## src/rtl/dlfloat_pkg.sv

```systemverilog
// Shared types for the DLFloat16 MAC sequencer: operand format, FSM states, zero constant.
package dlfloat_pkg;

  typedef struct packed {
    logic       sign;
    logic [5:0] exp;
    logic [8:0] mant;
  } dlfloat16_t;

  typedef enum logic [1:0] {
    ST_IDLE  = 2'd0,
    ST_LOAD  = 2'd1,
    ST_DRAIN = 2'd2,
    ST_OUT   = 2'd3
  } mac_state_t;

  localparam logic [15:0] DLF_ZERO = 16'h0000;

  function automatic logic dlf_is_zero(input dlfloat16_t v);
    return 16'(v) == DLF_ZERO;
  endfunction

endpackage

```

## src/rtl/dlfloat_lat_tracker.sv

```systemverilog
// Shift register of in-flight datapath tokens (mac_en / mac_clr); o_empty is high
// once every token has aged through the MAC latency and none is entering.
module dlfloat_lat_tracker #(
  parameter int unsigned DEPTH = 3
) (
  input  logic clk,
  input  logic rst_n,
  input  logic i_tok,
  output logic o_empty
);

  logic [DEPTH-1:0] r_sr;

  generate
    if (DEPTH == 1) begin : g_one
      always_ff @(posedge clk or negedge rst_n) begin
        if (!rst_n) r_sr <= '0;
        else        r_sr <= i_tok;
      end
    end else begin : g_shift
      always_ff @(posedge clk or negedge rst_n) begin
        if (!rst_n) r_sr <= '0;
        else        r_sr <= {r_sr[DEPTH-2:0], i_tok};
      end
    end
  endgenerate

  assign o_empty = ~i_tok & ~(|r_sr);

endmodule

```

## src/rtl/dlfloat_mac_seq.sv

```systemverilog
// Dot-product sequencer feeding a DLFloat16 MAC datapath.
// Optional macro DLFLOAT_MAC_SEQ_ZERO_SKIP_EN: pairs with a zero operand are counted but not issued.
//
// state    | meaning
// ST_IDLE  | waiting for start; len latched and mac_clr launched on start
// ST_LOAD  | accepting operand pairs, one mac_en per issued pair
// ST_DRAIN | waiting for outstanding datapath tokens to retire, then capture acc_in
// ST_OUT   | holding result until out_ready
module dlfloat_mac_seq
  import dlfloat_pkg::*;
#(
  parameter int unsigned MAC_LAT = 3,
  parameter int unsigned LEN_W   = 8
) (
  input  logic             clk,
  input  logic             rst_n,
  input  logic             start,
  input  logic [LEN_W-1:0] len,
  input  logic             in_valid,
  output logic             in_ready,
  input  logic [15:0]      in_a,
  input  logic [15:0]      in_b,
  output logic [15:0]      mac_a,
  output logic [15:0]      mac_b,
  output logic             mac_en,
  output logic             mac_clr,
  input  logic [15:0]      acc_in,
  output logic             out_valid,
  input  logic             out_ready,
  output logic [15:0]      out_data,
  output logic             busy
);

  localparam logic [LEN_W:0] CNT_ONE = (LEN_W+1)'(1);

  mac_state_t       r_state, w_next;
  logic [LEN_W-1:0] r_len;
  logic [LEN_W:0]   r_cnt;
  logic [LEN_W:0]   w_cnt_nx;
  dlfloat16_t       r_mac_a, r_mac_b;
  logic             r_mac_en, r_mac_clr;
  logic [15:0]      r_out_data;
  logic             w_start, w_hs, w_last, w_issue, w_empty;

  assign w_start  = (r_state == ST_IDLE) && start;
  assign w_hs     = (r_state == ST_LOAD) && in_valid;
  assign w_cnt_nx = r_cnt + CNT_ONE;
  assign w_last   = w_hs && (w_cnt_nx == {1'b0, r_len});

`ifdef DLFLOAT_MAC_SEQ_ZERO_SKIP_EN
  assign w_issue = w_hs && !dlf_is_zero(in_a) && !dlf_is_zero(in_b);
`else
  assign w_issue = w_hs;
`endif

  always_ff @(posedge clk or negedge rst_n) begin
    if (!rst_n) r_state <= ST_IDLE;
    else        r_state <= w_next;
  end

  always_comb begin
    w_next = r_state;
    unique case (r_state)
      ST_IDLE:  if (start) w_next = (len == '0) ? ST_DRAIN : ST_LOAD;
      ST_LOAD:  if (w_last) w_next = ST_DRAIN;
      ST_DRAIN: if (w_empty) w_next = ST_OUT;
      ST_OUT:   if (out_ready) w_next = ST_IDLE;
      default:  w_next = ST_IDLE;
    endcase
  end

  always_ff @(posedge clk or negedge rst_n) begin
    if (!rst_n) begin
      r_len      <= '0;
      r_cnt      <= '0;
      r_mac_a    <= '0;
      r_mac_b    <= '0;
      r_mac_en   <= 1'b0;
      r_mac_clr  <= 1'b0;
      r_out_data <= DLF_ZERO;
    end else begin
      r_mac_clr <= w_start;
      r_mac_en  <= w_issue;
      if (w_start) begin
        r_len <= len;
        r_cnt <= '0;
      end
      if (w_hs) begin
        r_mac_a <= dlfloat16_t'(in_a);
        r_mac_b <= dlfloat16_t'(in_b);
        r_cnt   <= w_cnt_nx;
      end
      if ((r_state == ST_DRAIN) && w_empty) r_out_data <= acc_in;
    end
  end

  // The clear token counts as in-flight so an empty job still waits out the latency.
  dlfloat_lat_tracker #(.DEPTH(MAC_LAT)) u_lat (
    .clk     (clk),
    .rst_n   (rst_n),
    .i_tok   (r_mac_en | r_mac_clr),
    .o_empty (w_empty)
  );

  assign in_ready  = (r_state == ST_LOAD);
  assign out_valid = (r_state == ST_OUT);
  assign busy      = (r_state != ST_IDLE);
  assign mac_a     = 16'(r_mac_a);
  assign mac_b     = 16'(r_mac_b);
  assign mac_en    = r_mac_en;
  assign mac_clr   = r_mac_clr;
  assign out_data  = r_out_data;

endmodule

```

## config.mk

```make
export PLATFORM = sky130hd
export DESIGN_NAME = dlfloat_mac_seq
export DESIGN_NICKNAME = d
export VERILOG_FILES = /design/src/rtl/dlfloat_pkg.sv /design/src/rtl/dlfloat_lat_tracker.sv /design/src/rtl/dlfloat_mac_seq.sv
export SDC_FILE = /design/constraint.sdc
export NUM_CORES = 1
export LEC_CHECK = 0
export ABC_AREA = 1
export CORE_UTILIZATION = 48
export CTS_CLUSTER_DIAMETER = 200
export DETAILED_ROUTE_END_ITERATION = 6
export PLACE_DENSITY = 0.95
export SLEW_MARGIN = 20
export SYNTH_ARGS = -nofsm -noshare
export SYNTH_HDL_FRONTEND = slang
export SYNTH_HIERARCHICAL = 1
export SYNTH_SLANG_ARGS = --single-unit
export TNS_END_PERCENT = 30
```

## constraint.sdc

```tcl
create_clock -name clk -period 4 [get_ports clk]
set_input_delay 0.6 -clock clk [delete_from_list [all_inputs] [get_ports clk]]
set_output_delay 0.6 -clock clk [all_outputs]
set_load 0.03 [all_outputs]
```

### Word level (Yosys, flattened, before mapping)

Cells that the tools add are included.

* add/sub/neg operators: 1
* multipliers: 0
* div/mod/pow operators: 0
* $lt $le $gt $ge: 0
* equality and inequality tests: 8
* shift-type cells: 0
* multiplexer cells: 8
* bitwise gates (word level): 4
* reductions and logical operators: 10

Operators by type and width (number)
* $mux W9: 2
* $mux W2: 5
* $add A9 B1 Y9 const B: 1
* $eq A9 B8 Y1: 1
* $logic_not A8 Y1: 1
* $pmux W2 S4: 1
* $eq A2 B2 Y1 const B: 2
* $logic_and A1 B1 Y1: 4
* $ne A2 B1 Y1 const B: 2
* $ne A2 B2 Y1 const B: 2
* $reduce_and A4 Y1: 1
* $reduce_bool A2 Y1: 2
* $reduce_or A3 Y1: 1
* $eq A2 B1 Y1 const B: 1
* $logic_not A2 Y1: 1
* $not A1 Y1: 2
* $and A1 B1 Y1: 1
* $or A1 B1 Y1: 1

* register bits: 72
* latch bits: 0
* memory bits (writable): 0
* memory bits (read-only): 0
* input port bits: 61
* output and inout bits: 53
* word-level logic and storage cells: 44
* memories: 0

### Depth between registers and ports, before layout

Gate-level depths: netlist (run 1).

* word-level depth: 5
* gate-level depth with buffers: 14
* mapped depth without buffers: 14

### By module

The synthesis (run 1) kept the hierarchy.

By module, submodules not included
* dlfloat_mac_seq: instances 1, cells an instance 341, area each 3042.9 sq um, seq. area each 1726.7 sq um
* dlfloat_lat_tracker: instances 1, cells an instance 10, area each 101.3 sq um, seq. area each 75.1 sq um

### Worst setup path before layout (run 1)

Ideal clock, no wire load.

* kind: flip-flop to flip-flop
* from: register r_state[1]
* to: register r_state[0]
* library setup time: 0.117 ns
* arrival time: 1.811 ns
* data required time: 3.883 ns
* path slack: 2.072 ns
* stages on the path, launching flop included: 14
* path buffers: 0
* clock period less this slack: 1.928 ns
* path through: dfrtp_1 > inv_1 > ha_1 > nand2_1 > inv_2 > nand3_1 > nor2_1 > nand4_1 > nor2_2 > nand3_2 > nand2_2 > nand2_2 > nand2_1 > nand2_1

* cells in the longest elaborated chain, start to end: 5
* elaborated cells on any way between the ends: 12
* those cells by class: 7 x eq/ne; 1 x mux; 4 x reduce/logical

Ends and longest elaborated chain
* start, declared: line dlfloat_mac_seq.sv:36 `mac_state_t r_state, w_next;`
* start signal, assigned: line dlfloat_mac_seq.sv:58 `else r_state <= w_next;`
* $eq A2 B1 Y1 *
* net in_ready: line dlfloat_mac_seq.sv:20 `output logic in_ready,`
* $logic_and A1 B1 Y1: line dlfloat_mac_seq.sv:46 `assign w_hs = (r_state == ST_LOAD) && in_valid;`
* $logic_and A1 B1 Y1: line dlfloat_mac_seq.sv:48 `assign w_last = w_hs && (w_cnt_nx == {1'b0, r_len});`
* $ne A2 B1 Y1 (no line)
* $reduce_and A4 Y1 (no line)

The timed path passes the listed nets; every way through them passes the cells marked *.
A chain may end at the register's enable or synchronous reset.

### Worst setup path after layout (run 1)

* from: register r_state[1]
* to: register r_state[0]

* cells in the longest elaborated chain, start to end: 5
* elaborated cells on any way between the ends: 12
* those cells by class: 7 x eq/ne; 1 x mux; 4 x reduce/logical

Ends and longest elaborated chain (line)
* $eq A2 B1 Y1: dlfloat_mac_seq.sv:46, dlfloat_mac_seq.sv:63
* $logic_and A1 B1 Y1: dlfloat_mac_seq.sv:46
* $logic_and A1 B1 Y1: dlfloat_mac_seq.sv:48
* $ne A2 B1 Y1 (no line)
* $reduce_and A4 Y1 (no line)

Several ways; a longest one is shown, not always the timed one.

==> results.json, run 1 <==
{
  "status": "completed",
  "start_util_pct": 49.5,
  "dpl-instance-area_sq_mm": 0.00435,
  "criticalPathCategory": "reg -> reg",
  "synthFlopType": "dfrtp_1",
  "drc_errors": 0,
  "fin_crit_sh_pct": 62.8,
  "hold_path_class": "in -> async",
  "drv_slew": 0,
  "core_area_sq_mm": 0.00635,
  "finClkSkew_ns": 0.00761,
  "place_hpwl_um": 5450,
  "finalHoldViolCount": 0,
  "tightestPinTransition_ns": 0.698,
  "syn2layout_area_growth_pct": 44.2,
  "syn_inst": 351,
  "post-route-min-period_ns": 2.51,
  "die_y_um": 82.9,
  "relSlewSlack_pct": 53.3,
  "avgSynthCellArea_sq_um": 8.96,
  "cts.hold.buffers_added": 0,
  "firstDrtPassIters": 6,
  "yosys_warnings": 6,
  "ctsLongestPathBuffers": 2,
  "io_pins": 114,
  "cts.sink_count": 72,
  "syn-cell-area_sq_mm": 0.00314,
  "numCtsBuffers": 9,
  "gp_congestion": 0.865,
  "dr_wl_met3_um": 472,
  "tns_ns": 0,
  "routed.top_layer": "met4",
  "worstPathRequired_ns": 4.26,
  "ys_types": 26,
  "synth_nets": 418,
  "antenna_found_initial": 0,
  "synth_enable_flop_cells": 0,
  "fin_cells": 550,
  "clockRootBuffer": "clkbuf_8",
  "vias_per_cell": 4.94,
  "end_kind": "flip-flop",
  "post-route-util_pct": 71.4,
  "rsz0062_at_grt": "no",
  "holdWs_ns": 0.227,
  "crit_arrival_ns": 2.77,
  "power_leakage_nw": 2.18,
  "final_nets": 535,
  "die-area_sq_mm": 0.00688,
  "crit_fanout": 41,
  "async_reset_ff_share_pct": 100,
  "synth_common_cells": "nand2_1 (150), dfrtp_1 (72), inv_1 (34), nand3_1 (19), mux2_2 (16)",
  "ys_seq_elements": 72,
  "setup_viol": 0,
  "dp_cells": 534,
  "cp-start-kind": "flip-flop",
  "post_cts_buffers": 0,
  "ys_top_cells_by_area": "dfrtp_1 (57%), nand2_1 (18%), mux2_2 (5.7%), inv_1 (4.1%), nand3_1 (3.0%)",
  "grt_max_degree": 46,
  "vdd_drop_max_uv": 517,
  "finish.instance_area_sq_mm": 0.00453,
  "synth_top_cell_by_area": "dfrtp_1",
  "wl_met1_um": 3060,
  "netlist.area_leader.share_pct": 57.3,
  "track_usage_pct": 24.2,
  "routedWlPerCell_um": 13.8,
  "grt_overflow": 0,
  "yosysMostFrequentCell": "nand2_1",
  "rows": 29,
  "dr.first_iter.drc_count": 176,
  "clk_pin_slew_ns": 0.09,
  "grt_pass1_vias": 2876,
  "max_cap_violations": 0,
  "seq_area_frac_synth_pct": 57.3,
  "clk_latency_ns": 0.36,
  "drive_gt1_share_pct": 10.1,
  "power.density_mw_per_mm2": 783,
  "antenna_cells": 0,
  "cts_resized": 0,
  "htree_levels": 3,
  "wirelength_um": 7570,
  "via_count": 2715,
  "wl_met2_um": 3900,
  "fmax_mhz": 398,
  "grt_pass1_wl_um": 13200,
  "tritoncts": "yes",
  "drt.antenna.violating_nets": 0,
  "die_w_um": 82.9,
  "placement.io_buffers": 113
}
==> metal layers <==
metal | up-vias | track usage (%)
li1 | 1330 | -
met1 | 1277 | 29.1
met2 | 95 | 40.9
met3 | 13 | 7.55
met4 | 0 | 8.62
met5 | - | 0
==> cell families after synthesis <==
family / synth area share, %
simple gates: 24.8
buf+inv: 5.53
flops: 57.3
compound gates: 3.94
xor+xnor: 0.279
mux: 5.73
fa+ha+maj: 2.39
==> critical path: stages (launching register included) <==
cell and delay, ns:
dfrtp_1 0.42, inv_1 0.12, ha_1 0.24, nand2_1 0.08, buf_4 0.26, inv_2 0.49
nand3_1 0.13, nor2_1 0.13, nand4_1 0.11, nor2_2 0.10, nand3_2 0.07, nand2_2 0.08
nand2_2 0.06, nand2_1 0.06, nand2_1 0.05
==> final timing paths <==
kind,endpoint,depth (start not counted),slack (ns),startpoint
worst max-delay path,r_state[0],14,1.49,r_state[1]
worst min-delay path,r_len[6],1,0.23,rst_n
worst max register to register,r_state[0],14,1.49,r_state[1]
worst min register to register,u_lat/r_sr[2],0,0.39,u_lat/r_sr[1]
max in group asynchronous,r_cnt[0],2,2.99,rst_n
min in group clk,u_lat/r_sr[2],0,0.39,u_lat/r_sr[1]
==> cell type report <==
| cell class | count | area, sq um |
|---|---|---|
| fillers | 447 | 1820 |
| flip-flops and latches | 72 | 1800 |
| multi-input cells | 233 | 1170 |
| repair buffers | 115 | 1140 |
| inverters | 37 | 139 |
| clock buffers | 9 | 124 |
| well taps | 77 | 96.3 |
| clock inverters | 7 | 61.3 |
==> through the flow <==
step / setup WS (ns) / total power [mW]
4_1_cts: 1.49 / 3.58
3_5_place_dp: 1.20 / 3.00
2_1_floorplan: 2.07 / 2.25
6_report: 1.49 / 3.55
5_1_grt: 1.17 / 3.77
3_3_place_gp: 1.28 / 2.95
==> registers in the layout, summed over array words and instances (netlist names) <==
name and count:
u_lat/r_sr 3, mac_clr 1, mac_a 16, r_state 2, mac_en 1, r_cnt 9, out_data 16, mac_b 16
r_len 8
==> placed cells by master (no fill, tap or decap), drive strengths merged, types with 2 or more instances in the layout <==
cell type      count
buf                3
clkbuf             9
clkdlybuf4s50    112
clkinvlp           2
dfrtp             72
ha                 6
inv               42
mux2              16
nand2            153
nand3             20
nand3b             2
nand4              2
nor2               9
o21ai             14
o22ai              6
==> report_power, final <==
part	switching [mW]	internal, mW
Combinational	1.03	0.730
Clock	0.314	0.238
Sequential	0.202	1.04
Total	1.54	2.01
(Power assumes the default switching activity.)
==> inputs of run 2 (changes only) <==
CORE_UTILIZATION = 40   (was 48)
PLACE_DENSITY = 0.88   (was 0.95)
clock period = 2.2 ns   (was 4 ns; I/O delays follow)
==> results.json, run 2 (synthesized netlist as in run 1, its figures left out) <==
{
  "clockRootBuffer": "clkbuf_8",
  "fmax_mhz": 513,
  "r2r-end": "r_cnt[3]",
  "finish.instance_area_sq_mm": 0.00462,
  "tritoncts": "yes",
  "routedWlPerCell_um": 13.3,
  "tightestPinTransition_ns": 0.634,
  "hold_path_class": "in -> async",
  "end_kind": "primary output",
  "place_hpwl_um": 5460,
  "final_nets": 536,
  "fin_crit_sh_pct": 88.5,
  "firstDrtPassIters": 4,
  "wirelength_um": 7640,
  "tns_ns": 0,
  "critPathLaunch": "r_state[0]",
  "rows": 31,
  "clk_latency_ns": 0.34,
  "dp_cells": 557,
  "placement.io_buffers": 113,
  "antenna_cells": 0,
  "relSlewSlack_pct": 57.6,
  "power.density_mw_per_mm2": 1430,
  "p_total_mw": 6.60,
  "worstPathRequired_ns": 1.87,
  "post-route-min-period_ns": 1.95,
  "cts.hold.buffers_added": 0,
  "endpoint": "out_valid",
  "grt_overflow": 0,
  "power_frac_seq_pct": 34.2,
  "max_cap_violations": 0,
  "via_count": 2688,
  "rsz0062_at_grt": "no",
  "power_frac_comb_pct": 48.4,
  "htree_levels": 3,
  "status": "completed",
  "drt.antenna.violating_nets": 0,
  "clk_pin_slew_ns": 0.08,
  "vdd_drop_max_uv": 910,
  "setup_viol": 0,
  "start_util_pct": 42.4,
  "ff2ff_path_depth": 6,
  "numCtsBuffers": 9,
  "r2r_slack_ns": 0.34,
  "p_int_mw": 3.86,
  "ctsLongestPathBuffers": 2,
  "power.switching_mw": 2.73,
  "gp_congestion": 0.791,
  "dr.first_iter.drc_count": 141,
  "fin_cells": 573,
  "vias_per_cell": 4.69,
  "die_y_um": 90.7,
  "power_leakage_nw": 2.22,
  "most-common-layout-cells": "nand2_1 (150), clkdlybuf4s50_1 (110), dfrtp_1 (72), inv_1 (34), nand3_1 (19)",
  "die_w_um": 90.7,
  "crit_arrival_ns": 1.62,
  "io_pins": 114,
  "cp-start-kind": "flip-flop",
  "crit_fanout": 4,
  "r2r_start": "r_state[1]",
  "antenna_found_initial": 0,
  "die-area_sq_mm": 0.00822,
  "post_cts_buffers": 0,
  "grt_max_degree": 73,
  "final_common_cell": "nand2_1",
  "syn2layout_area_growth_pct": 46.8,
  "track_usage_pct": 19.9,
  "dpl-instance-area_sq_mm": 0.00439,
  "cts.sink_count": 72,
  "core_area_sq_mm": 0.00741,
  "drive_gt1_share_pct": 10.1,
  "criticalPathCategory": "reg -> out",
  "grt_pass1_vias": 2797,
  "finalHoldViolCount": 0,
  "drv_slew": 0,
  "nFillCells": 596,
  "post-route-util_pct": 62.3,
  "grt_pass1_wl_um": 12900,
  "p_sw_share_pct": 41.4,
  "drc_errors": 0,
  "finClkSkew_ns": 0.0130,
  "clkPwrFrac_pct": 17.4
}
## run 2: how the worst min path moves through the flow
stage                   from       endpoint  cells past startpoint  slack [ns]
2_1_floorplan          rst_n       mac_a[0]                      0        0.03
3_3_place_gp   u_lat/r_sr[1]  u_lat/r_sr[2]                      0        0.36
3_5_place_dp   u_lat/r_sr[1]  u_lat/r_sr[2]                      0        0.37
4_1_cts                rst_n      mac_a[10]                      2        0.02
5_1_grt                rst_n       mac_a[0]                      2        0.04
6_report               rst_n       mac_a[2]                      2       0.009
## run 2: cell type report
type / instances / area (sq um) / area share [%]
inverters: 37 / 139 / 3.01
clock inverters: 6 / 92.6 / 2.01
flip-flops and latches: 72 / 1800 / 39.0
repair buffers: 116 / 1160 / 25.2
multi-input cells: 233 / 1170 / 25.3
well taps: 99 / 124 / 2.68
clock buffers: 10 / 128 / 2.76
## run 2: timing repair
item | in CTS | in global routing
resized for setup | 1 | 1
setup endpoints to repair | 1 | 1
hold endpoints to repair | 0 | 0
## run 2: power by group through the flow
stage               combinational (mW)  clock [mW]  sequential (mW)
floorplan                         1.02           0             3.07
global placement                  3.13           0             2.25
detailed placement                3.22           0             2.26
CTS                               3.22        1.17             2.25
global route                      3.44        1.23             2.33
finish                            3.19        1.15             2.25
## run 2: layer usage
| metal | track usage, % | vias up | share of wire, % |
|---|---|---|---|
| li1 | - | 1328 | - |
| met1 | 25.6 | 1261 | 45 |
| met2 | 31.9 | 81 | 48 |
| met3 | 4.46 | 18 | 5.2 |
| met4 | 9.14 | 0 | 2.5 |
| met5 | 0 | - | 0 |
## run 2: through the flow
step | hold slack, ns | setup slack, ns
floorplan | 0.0344 | 0.272
global placement | 0.360 | 0.414
detailed placement | 0.367 | 0.354
CTS | 0.0152 | 0.0413
global route | 0.0391 | 0.153
finish | 0.00917 | 0.252
## run 2: worst max-delay path: stages (launching register included)
cell,delay (ns)
dfrtp_1,0.41
ha_1,0.19
clkdlybuf4s50_1,0.68
==> inputs of run 3 (changes only) <==
CORE_UTILIZATION = 35   (was 40)
PLACE_DENSITY = 0.69   (was 0.88)
==> results.json, run 3 (synthesized netlist as in run 1, its figures left out) <==
{
  "status": "completed",
  "power_frac_comb_pct": 48.2,
  "hold_path_class": "reg -> reg",
  "holdWs_ns": 0.386,
  "criticalPathCategory": "reg -> out",
  "antenna_cells": 0,
  "post_cts_buffers": 0,
  "fmax_mhz": 512,
  "power.switching_mw": 2.71,
  "core_area_sq_mm": 0.00872,
  "die_w_um": 96.8,
  "final_nets": 538,
  "cp-start-kind": "flip-flop",
  "firstDrtPassIters": 4,
  "start_util_pct": 36.1,
  "dr.first_iter.drc_count": 76,
  "p_sw_share_pct": 41.2,
  "drc_errors": 0,
  "place_ws_ns": 0.333,
  "placement.io_buffers": 113,
  "end_kind": "primary output",
  "track_usage_pct": 17.2,
  "numCtsBuffers": 9,
  "rsz0062_at_grt": "no",
  "vdd_drop_max_uv": 682,
  "crit_arrival_ns": 1.62,
  "clkPwrFrac_pct": 17.5,
  "gp_congestion": 0.818,
  "most-common-layout-cells": "nand2_1 (150), clkdlybuf4s50_1 (110), dfrtp_1 (72), inv_1 (34), nand3_1 (19)",
  "die-area_sq_mm": 0.00937,
  "seq_area_sq_mm": 0.00180,
  "rows": 34,
  "wirelength_um": 7630,
  "clockRootBuffer": "clkbuf_8",
  "tritoncts": "yes",
  "tns_ns": 0,
  "setup_viol": 0,
  "vias_per_cell": 4.51,
  "p_int_mw": 3.87,
  "place_hpwl_um": 5610,
  "io_pins": 114,
  "grt_max_degree": 41,
  "ctsLongestPathBuffers": 2,
  "routedWlPerCell_um": 13.1,
  "worstPathRequired_ns": 1.87,
  "tightestPinTransition_ns": 0.630,
  "drive_gt1_share_pct": 10.3,
  "max_cap_violations": 0,
  "fin_crit_sh_pct": 88.8,
  "antenna_found_initial": 0,
  "htree_levels": 3,
  "dp_cells": 567,
  "power_leakage_nw": 2.23,
  "finalHoldViolCount": 0,
  "drt.antenna.violating_nets": 0,
  "via_count": 2636,
  "cts.sink_count": 72,
  "post-route-util_pct": 53.2,
  "setup_ws_ns": 0.246,
  "grt_pass1_wl_um": 12800,
  "relSlewSlack_pct": 57.9,
  "final_common_cell": "nand2_1",
  "grt_overflow": 0,
  "power.density_mw_per_mm2": 1420,
  "drv_slew": 0,
  "crit_fanout": 4,
  "nFillCells": 807,
  "grt_pass1_vias": 2724,
  "power_frac_seq_pct": 34.3,
  "clk_pin_slew_ns": 0.08,
  "post-route-min-period_ns": 1.95,
  "clk_latency_ns": 0.34,
  "multiInputGateArea_sq_mm": 0.00117,
  "finClkSkew_ns": 0.00798,
  "fin_cells": 584,
  "syn2layout_area_growth_pct": 47.5,
  "die_y_um": 96.8
}
==> run 3: changes by cell type in the layout (fill, tap and decap cells not counted), sizes merged <==
cell and change:
dlygate4sd2 -1, dlygate4sd3 +1, dlymetal6s2s +1, buf +1
==> run 3: power groups by stage <==
| stage | Clock (mW) | Combinational [mW] | Sequential, mW |
|---|---|---|---|
| 6_report | 1.15 | 3.17 | 2.25 |
| 4_1_cts | 1.19 | 3.22 | 2.26 |
| 5_1_grt | 1.24 | 3.43 | 2.33 |
| 2_1_floorplan | 0 | 1.02 | 3.07 |
| 3_5_place_dp | 0 | 3.21 | 2.27 |
| 3_3_place_gp | 0 | 3.15 | 2.26 |
==> run 3: through the flow <==
step,power (mW),cell area (sq um)
after floorplan,4.09,3140
after global placement,5.41,4400
after detailed placement,5.48,4400
after CTS,6.66,4630
after global routing,6.99,4640
final,6.58,4640
==> run 3: final cells by class <==
| class | instances | area share (%) |
|---|---|---|
| inverters | 37 | 2.99 |
| flip-flops and latches | 72 | 38.8 |
| clock inverters | 6 | 2.00 |
| repair buffers | 118 | 25.3 |
| multi-input cells | 233 | 25.2 |
| well taps | 108 | 2.91 |
| clock buffers | 10 | 2.75 |
==> run 3: worst max-delay path, cell delays in order, from the launching register on <==
cell and delay, ns:
dfrtp_1 0.40, ha_1 0.21, clkdlybuf4s50_1 0.68
==> run 3: metal layers <==
layer | track usage, % | part of all wire [%] | up-vias
met5 | 0 | 0 | -
met1 | 21.5 | 46 | 1227
met3 | 6.29 | 5.7 | 5
met4 | 5.05 | 0.67 | 0
li1 | - | - | 1339
met2 | 27.7 | 47 | 65
==> run 3: repair_timing <==
action / 4_1_cts / 5_1_grt
gates resized for setup: 0 / 2
setup endpoints to repair: 0 / 2
endpoints found under the hold margin: 27 / 0
hold buffers: 1 / 0
==> run 3: final timing paths <==
check | start | to | slack (ns) | cells after the start
max reg2reg | r_state[1] | r_cnt[0] | 0.34 | 6
max | r_state[0] | out_valid | 0.25 | 2
min reg2reg | u_lat/r_sr[0] | u_lat/r_sr[1] | 0.39 | 0
min in group asynchronous | rst_n | mac_a[3] | 0.44 | 2
max in group asynchronous | rst_n | out_data[15] | 1.10 | 3
min | u_lat/r_sr[0] | u_lat/r_sr[1] | 0.39 | 0
==> RTL edit 1 (config.mk and constraints of run 2) <==
The 4 states of `mac_state_t` get a one-hot encoding in 4 bits.
--- a/src/rtl/dlfloat_pkg.sv
+++ b/src/rtl/dlfloat_pkg.sv
@@ -7,11 +7,11 @@
     logic [8:0] mant;
   } dlfloat16_t;
 
-  typedef enum logic [1:0] {
-    ST_IDLE  = 2'd0,
-    ST_LOAD  = 2'd1,
-    ST_DRAIN = 2'd2,
-    ST_OUT   = 2'd3
+  typedef enum logic [3:0] {
+    ST_IDLE  = 4'b0001,
+    ST_LOAD  = 4'b0010,
+    ST_DRAIN = 4'b0100,
+    ST_OUT   = 4'b1000
   } mac_state_t;
 
   localparam logic [15:0] DLF_ZERO = 16'h0000;
Check against the original RTL: no difference found for any inputs over 10 cycles, from zero or initial values and one cycle with rst_n low; not proved beyond that.
==> RTL edit 1 against run 2 <==
Sequential cell count rose by 2; routed wire length rose by 2.0%; global-route usage rose by 0.45 points; non-clock buffer count rose by 3; count of clock-buffer cells in the layout fell by 1; cell area rose by 1.9%; area after synthesis rose by 3.0%; final cell count rose by 2.1%; total power rose by 0.19%; setup slack got worse by 130 ps.
==> RTL edit 1: results (changes against run 2) <==
| Metric | Value |
|---|---|
| Result of the run | `complete, no violations` |
| Routability-driven placement congestion ratio | `0.8114 (+2.6%)` |
| Share of final-layout standard cells stronger than drive strength 1 | `12.01% (+1.9 points)` |
| Final clock skew | `12.10 ps (-0.8822 ps)` |
| Violation count after the first detailed-route iteration | `129 (-8.5%)` |
| Ratio of final minimum period to clock period | `94.26% (+5.7 points)` |
| Routed wl met2 | `3909 um (+7.1%)` |
| Overall global routing resource usage | `20.36% (+0.45 points)` |
| Most area-consuming cells after synthesis | `sky130_fd_sc_hd__dfrtp_1, sky130_fd_sc_hd__nand2_1, sky130_fd_sc_hd__mux2_4, sky130_fd_sc_hd__inv_1, sky130_fd_sc_hd__mux2_2` |
| Post-placement cell count | `568 (+2.0%)` |
| Maximum net fanout on the critical path | `5 (+1)` |
| Proportion of synthesized area in mux cells | `6.607% (+0.88 points)` |
| Compound-Gate Fraction of Synth Area | `2.666% (-1.3 points)` |
| Endpoint of the worst register-to-register path | `r_state[2]` |
| Commonest cells in the synthesized netlist | `sky130_fd_sc_hd__nand2_1, sky130_fd_sc_hd__dfrtp_1, sky130_fd_sc_hd__inv_1` |
| Adder and majority gate portion of the synthesized area | `0.3864% (-2.0 points)` |
| Maximum vdd drop | `0.7521 mV (-17%)` |
| Nets | `540 (+0.75%)` |
| Path class of the lowest-slack min-delay path | `reg -> reg` |
| Fillers | `645 (+8.2%)` |
| Synthesized netlist cell count | `357 (+1.7%)` |
| Avg Vias per Cell | `4.757 (+1.4%)` |
| WL/cell | `13.33 um (about the same)` |
| Final HPWL DP | `5614 um (+2.8%)` |
| CP Launch Point | `r_state[3]` |
| CP Capture Point | `busy` |
| Largest stage delay, worst path | `620 ps (-60 ps)` |
| Part of the total power dissipated in the clock network | `15.9% (-1.5 points)` |
| Sequential power | `2.29 mW (+2%)` |
| Sequential-to-total area share from yosys stat | `57.23% (-0.076 points)` |
| Synth unique cells | `32 (+23%)` |
| Worst Hold Slack | `394.9 ps (+385.8 ps)` |
| Transition time of the tightest slew-check pin | `438.0 ps (-195.8 ps)` |
| Detail Route met3 WL | `576 um (+46%)` |
## RTL edit 1: final cells by class
cell class	count	area share, %
clock buffer	9	2.634
sequential	74	39.41
tap	102	2.714
multi-input combinational	238	25.60
clock inverter	7	1.464
inverter	36	2.874
timing repair buffer	119	25.31
## RTL edit 1: kinds of logic (layout without fill, tap and decap cells)
family / Yosys count / after routing
compound gates: 15 / 15
xor+xnor: 1 / 1
mux: 16 / 16
flops: 74 / 74
buf+inv: 45 / 171
simple gates: 205 / 205
fa+ha+maj: 1 / 1
## RTL edit 1: per-layer routing
| layer | global-route usage, % | vias up |
|---|---|---|
| met5 | 0 | - |
| met4 | 8.594 | 0 |
| li1 | - | 1352 |
| met2 | 35.01 | 103 |
| met3 | 7.380 | 23 |
| met1 | 22.70 | 1305 |
## RTL edit 1: repair_timing
item                                    CTS  global route
endpoints found under the setup margin    1             1
pin swaps                                 0             0
gates resized for setup                   1             1
endpoints found under the hold margin    48             0
hold buffers                              1             0
==> RTL edit 2 (config.mk and constraints of run 2) <==
Without the edit above. Add a define of `DLFLOAT_MAC_SEQ_ZERO_SKIP_EN`.
--- a/src/rtl/dlfloat_mac_seq.sv
+++ b/src/rtl/dlfloat_mac_seq.sv
@@ -6,6 +6,8 @@
 // ST_LOAD  | accepting operand pairs, one mac_en per issued pair
 // ST_DRAIN | waiting for outstanding datapath tokens to retire, then capture acc_in
 // ST_OUT   | holding result until out_ready
+`define DLFLOAT_MAC_SEQ_ZERO_SKIP_EN
+
 module dlfloat_mac_seq
   import dlfloat_pkg::*;
 #(
Check against the original RTL: not equivalent (a bounded check fails within 4 cycles, from zero or initial values and one cycle with rst_n low).
==> RTL edit 2 against run 2 <==
Cell area rose by 2.4%; global-route usage up 0.20 points; clock skew decreased by 3.4 ps; final cell count grew 4.5%; register-to-register slack lost 20 ps; count of clock-buffer cells in the layout did not move; setup slack hardly changed; total power fell by 2.5%; die area is 4.6% higher; routed wire length up 5.1%; area after synthesis grew 4.7%; sequential cell count unchanged; combinational power hardly changed; largest cell class unchanged.
==> RTL edit 2: results (changes against run 2) <==
| Metric | Value |
|---|---|
| Result of the run | `complete, no violations` |
| Routability-driven placement congestion ratio | `0.8606 (+8.8%)` |
| Met2 usage | `35.68% (+3.7 points)` |
| Number of iterations in the first detailed-routing pass | `4 (unchanged)` |
| Largest buffer count on any clock path | `2 (unchanged)` |
| Maximum vdd drop | `0.9228 mV (+1.4%)` |
| Most area-consuming cells after synthesis | `sky130_fd_sc_hd__dfrtp_1, sky130_fd_sc_hd__nand2_1, sky130_fd_sc_hd__inv_1, sky130_fd_sc_hd__o21ai_0, sky130_fd_sc_hd__mux2_2` |
| Number of buffers inserted to repair setup after CTS | `0 (unchanged)` |
| Detail Route met3 WL | `448 um (+13%)` |
| Critical path's top delay family | `buffers and inverters` |
| CTS Buf Count | `9 (unchanged)` |
| Sequential-to-total area share from yosys stat | `54.73% (-2.6 points)` |
| Static leakage | `2.274 nW (+2.7%)` |
| WL/cell | `13.41 um (+0.51%)` |
| Cells resized by post-CTS repair | `0 (-1)` |
| Transition time of the tightest slew-check pin | `911.4 ps (+277.6 ps)` |
| Post-Route M1 WL | `3357 um (-1.3%)` |
| Highest metal layer with signal wires | `met4` |
| Number of global-route vias before repair | `3003 (+7.4%)` |
| Slowest library cell on the worst path | `sky130_fd_sc_hd__clkdlybuf4s50_1` |
| Path class of the lowest-slack min-delay path | `in -> async` |
| Port bufs | `113 (unchanged)` |
| Initial antenna violation count | `0 (unchanged)` |
| Cell area after placement | `4534 um^2 (+3.2%)` |
| Reg clk slew, reported paths | `80 ps (about the same)` |
| Data arrival at the endpoint of the critical path | `1620 ps (about the same)` |
| Async set-or-reset flop fraction in the synthesized netlist | `100.0% (unchanged)` |
| Hold Violations, Final | `0 (unchanged)` |
| Maximum net fanout on the critical path | `4 (unchanged)` |
| Global routing's busiest layer | `met2` |
| Net count after synthesis | `442 (+5.7%)` |
| Skew-Pair Late Insertion Delay | `330 ps` |
| Share of final-layout standard cells stronger than drive strength 1 | `10.66% (+0.54 points)` |
| Via count | `2865 (+6.6%)` |
| Nets | `559 (+4.3%)` |
| Final clock skew | `9.556 ps (-3.427 ps)` |
| Global route total overflow | `0 (unchanged)` |
| Violation count after the first detailed-route iteration | `98 (-30%)` |
| Count of warnings emitted by yosys | `6 (unchanged)` |
| Global-route track usage on met1 | `22.91% (-2.7 points)` |
| Commonest cells in the synthesized netlist | `sky130_fd_sc_hd__nand2_1, sky130_fd_sc_hd__dfrtp_1, sky130_fd_sc_hd__inv_1` |
| Number of levels in the clock H-tree | `3 (unchanged)` |
| Routed wl met2 | `4132 um (+13%)` |
| Synth unique cells | `24 (-7.7%)` |
| Met3 Track Usage GR | `5.419% (+0.96 points)` |
| Final HPWL DP | `6119 um (+12%)` |
| CTS root buf | `sky130_fd_sc_hd__clkbuf_8` |
| Number of antenna cells inserted | `0 (unchanged)` |
| Wire length of the first global-routing pass | `13520 um (+4.5%)` |
| Largest net degree at the start of global routing | `73 (unchanged)` |
| Fillers | `684 (+15%)` |
| Overall global routing resource usage | `20.11% (+0.20 points)` |
| Largest stage delay, worst path | `670 ps` |
==> RTL edit 2: changes by cell type after synthesis, moves of 2 or more <==
| cell | before | now |
|---|---|---|
| sky130_fd_sc_hd__clkbuf_1 | 6 | 9 |
| sky130_fd_sc_hd__nor4_1 | 1 | 3 |
| sky130_fd_sc_hd__nand4_1 | 2 | 9 |
| sky130_fd_sc_hd__nand2_2 | 3 | 6 |
| sky130_fd_sc_hd__inv_1 | 34 | 66 |
| sky130_fd_sc_hd__nor2_2 | 2 | 7 |
| sky130_fd_sc_hd__nand2_1 | 150 | 96 |
| sky130_fd_sc_hd__inv_2 | 3 | 1 |
| sky130_fd_sc_hd__nor2_1 | 5 | 10 |
| sky130_fd_sc_hd__nand3_1 | 19 | 16 |
| sky130_fd_sc_hd__buf_1 | 2 | 0 |
| sky130_fd_sc_hd__o21ai_0 | 12 | 43 |
==> RTL edit 2: path summary, 6_finish.rpt <==
path | from | endpoint | slack (ps) | cells past startpoint
worst min-delay path | rst_n | r_cnt[5] | 100 | 1
worst max-delay path | r_state[0] | out_valid | 250 | 2
min in group clk | u_lat/r_sr[0] | u_lat/r_sr[1] | 390 | 0
worst max register to register | mac_clr | out_data[6] | 320 | 6
max in group asynchronous | rst_n | r_len[5] | 1470 | 1
worst min register to register | u_lat/r_sr[0] | u_lat/r_sr[1] | 390 | 0
==> RTL edit 2: stage by stage <==
stage	power [mW]	worst slack (ps)	std cells	hold WS, ps	utilization [%]
floorplan	4.072	436.1	375	34.41	-
global placement	5.358	380.5	583	360.5	57.78
detailed placement	5.462	299.2	583	367.9	57.78
CTS	6.497	8.010	599	149.5	60.17
global route	6.823	157.3	599	183.9	60.24
finish	6.434	252.4	599	96.39	60.24
==> RTL edit 2: power breakdown <==
part           internal [mW]  leakage, nW  switching (mW)
registers               1.89        0.897           0.345
logic                   1.33         1.29            1.87
clock network          0.518       0.0920           0.486
==> RTL edit 2: cells by family (layout without fill, tap and decap cells) <==
| logic type | Yosys count | count (layout) | share of synthesized area (%) |
|---|---|---|---|
| simple gates | 153 | 153 | 20.71 |
| buf+inv | 78 | 200 | 8.932 |
| flops | 72 | 72 | 54.73 |
| compound gates | 50 | 50 | 7.868 |
| mux | 16 | 16 | 5.473 |
| fa+ha+maj | 6 | 6 | 2.280 |
==> RTL edit 2: area by class of cell <==
| class | instances | area share (%) |
|---|---|---|
| Timing Repair Buffer | 116 | 24.46 |
| Sequential cell | 72 | 38.12 |
| Multi-Input combinational cell | 225 | 25.36 |
| Clock buffer | 10 | 2.700 |
| Inverter | 68 | 5.400 |
| Tap cell | 102 | 2.700 |
| Clock inverter | 6 | 1.271 |
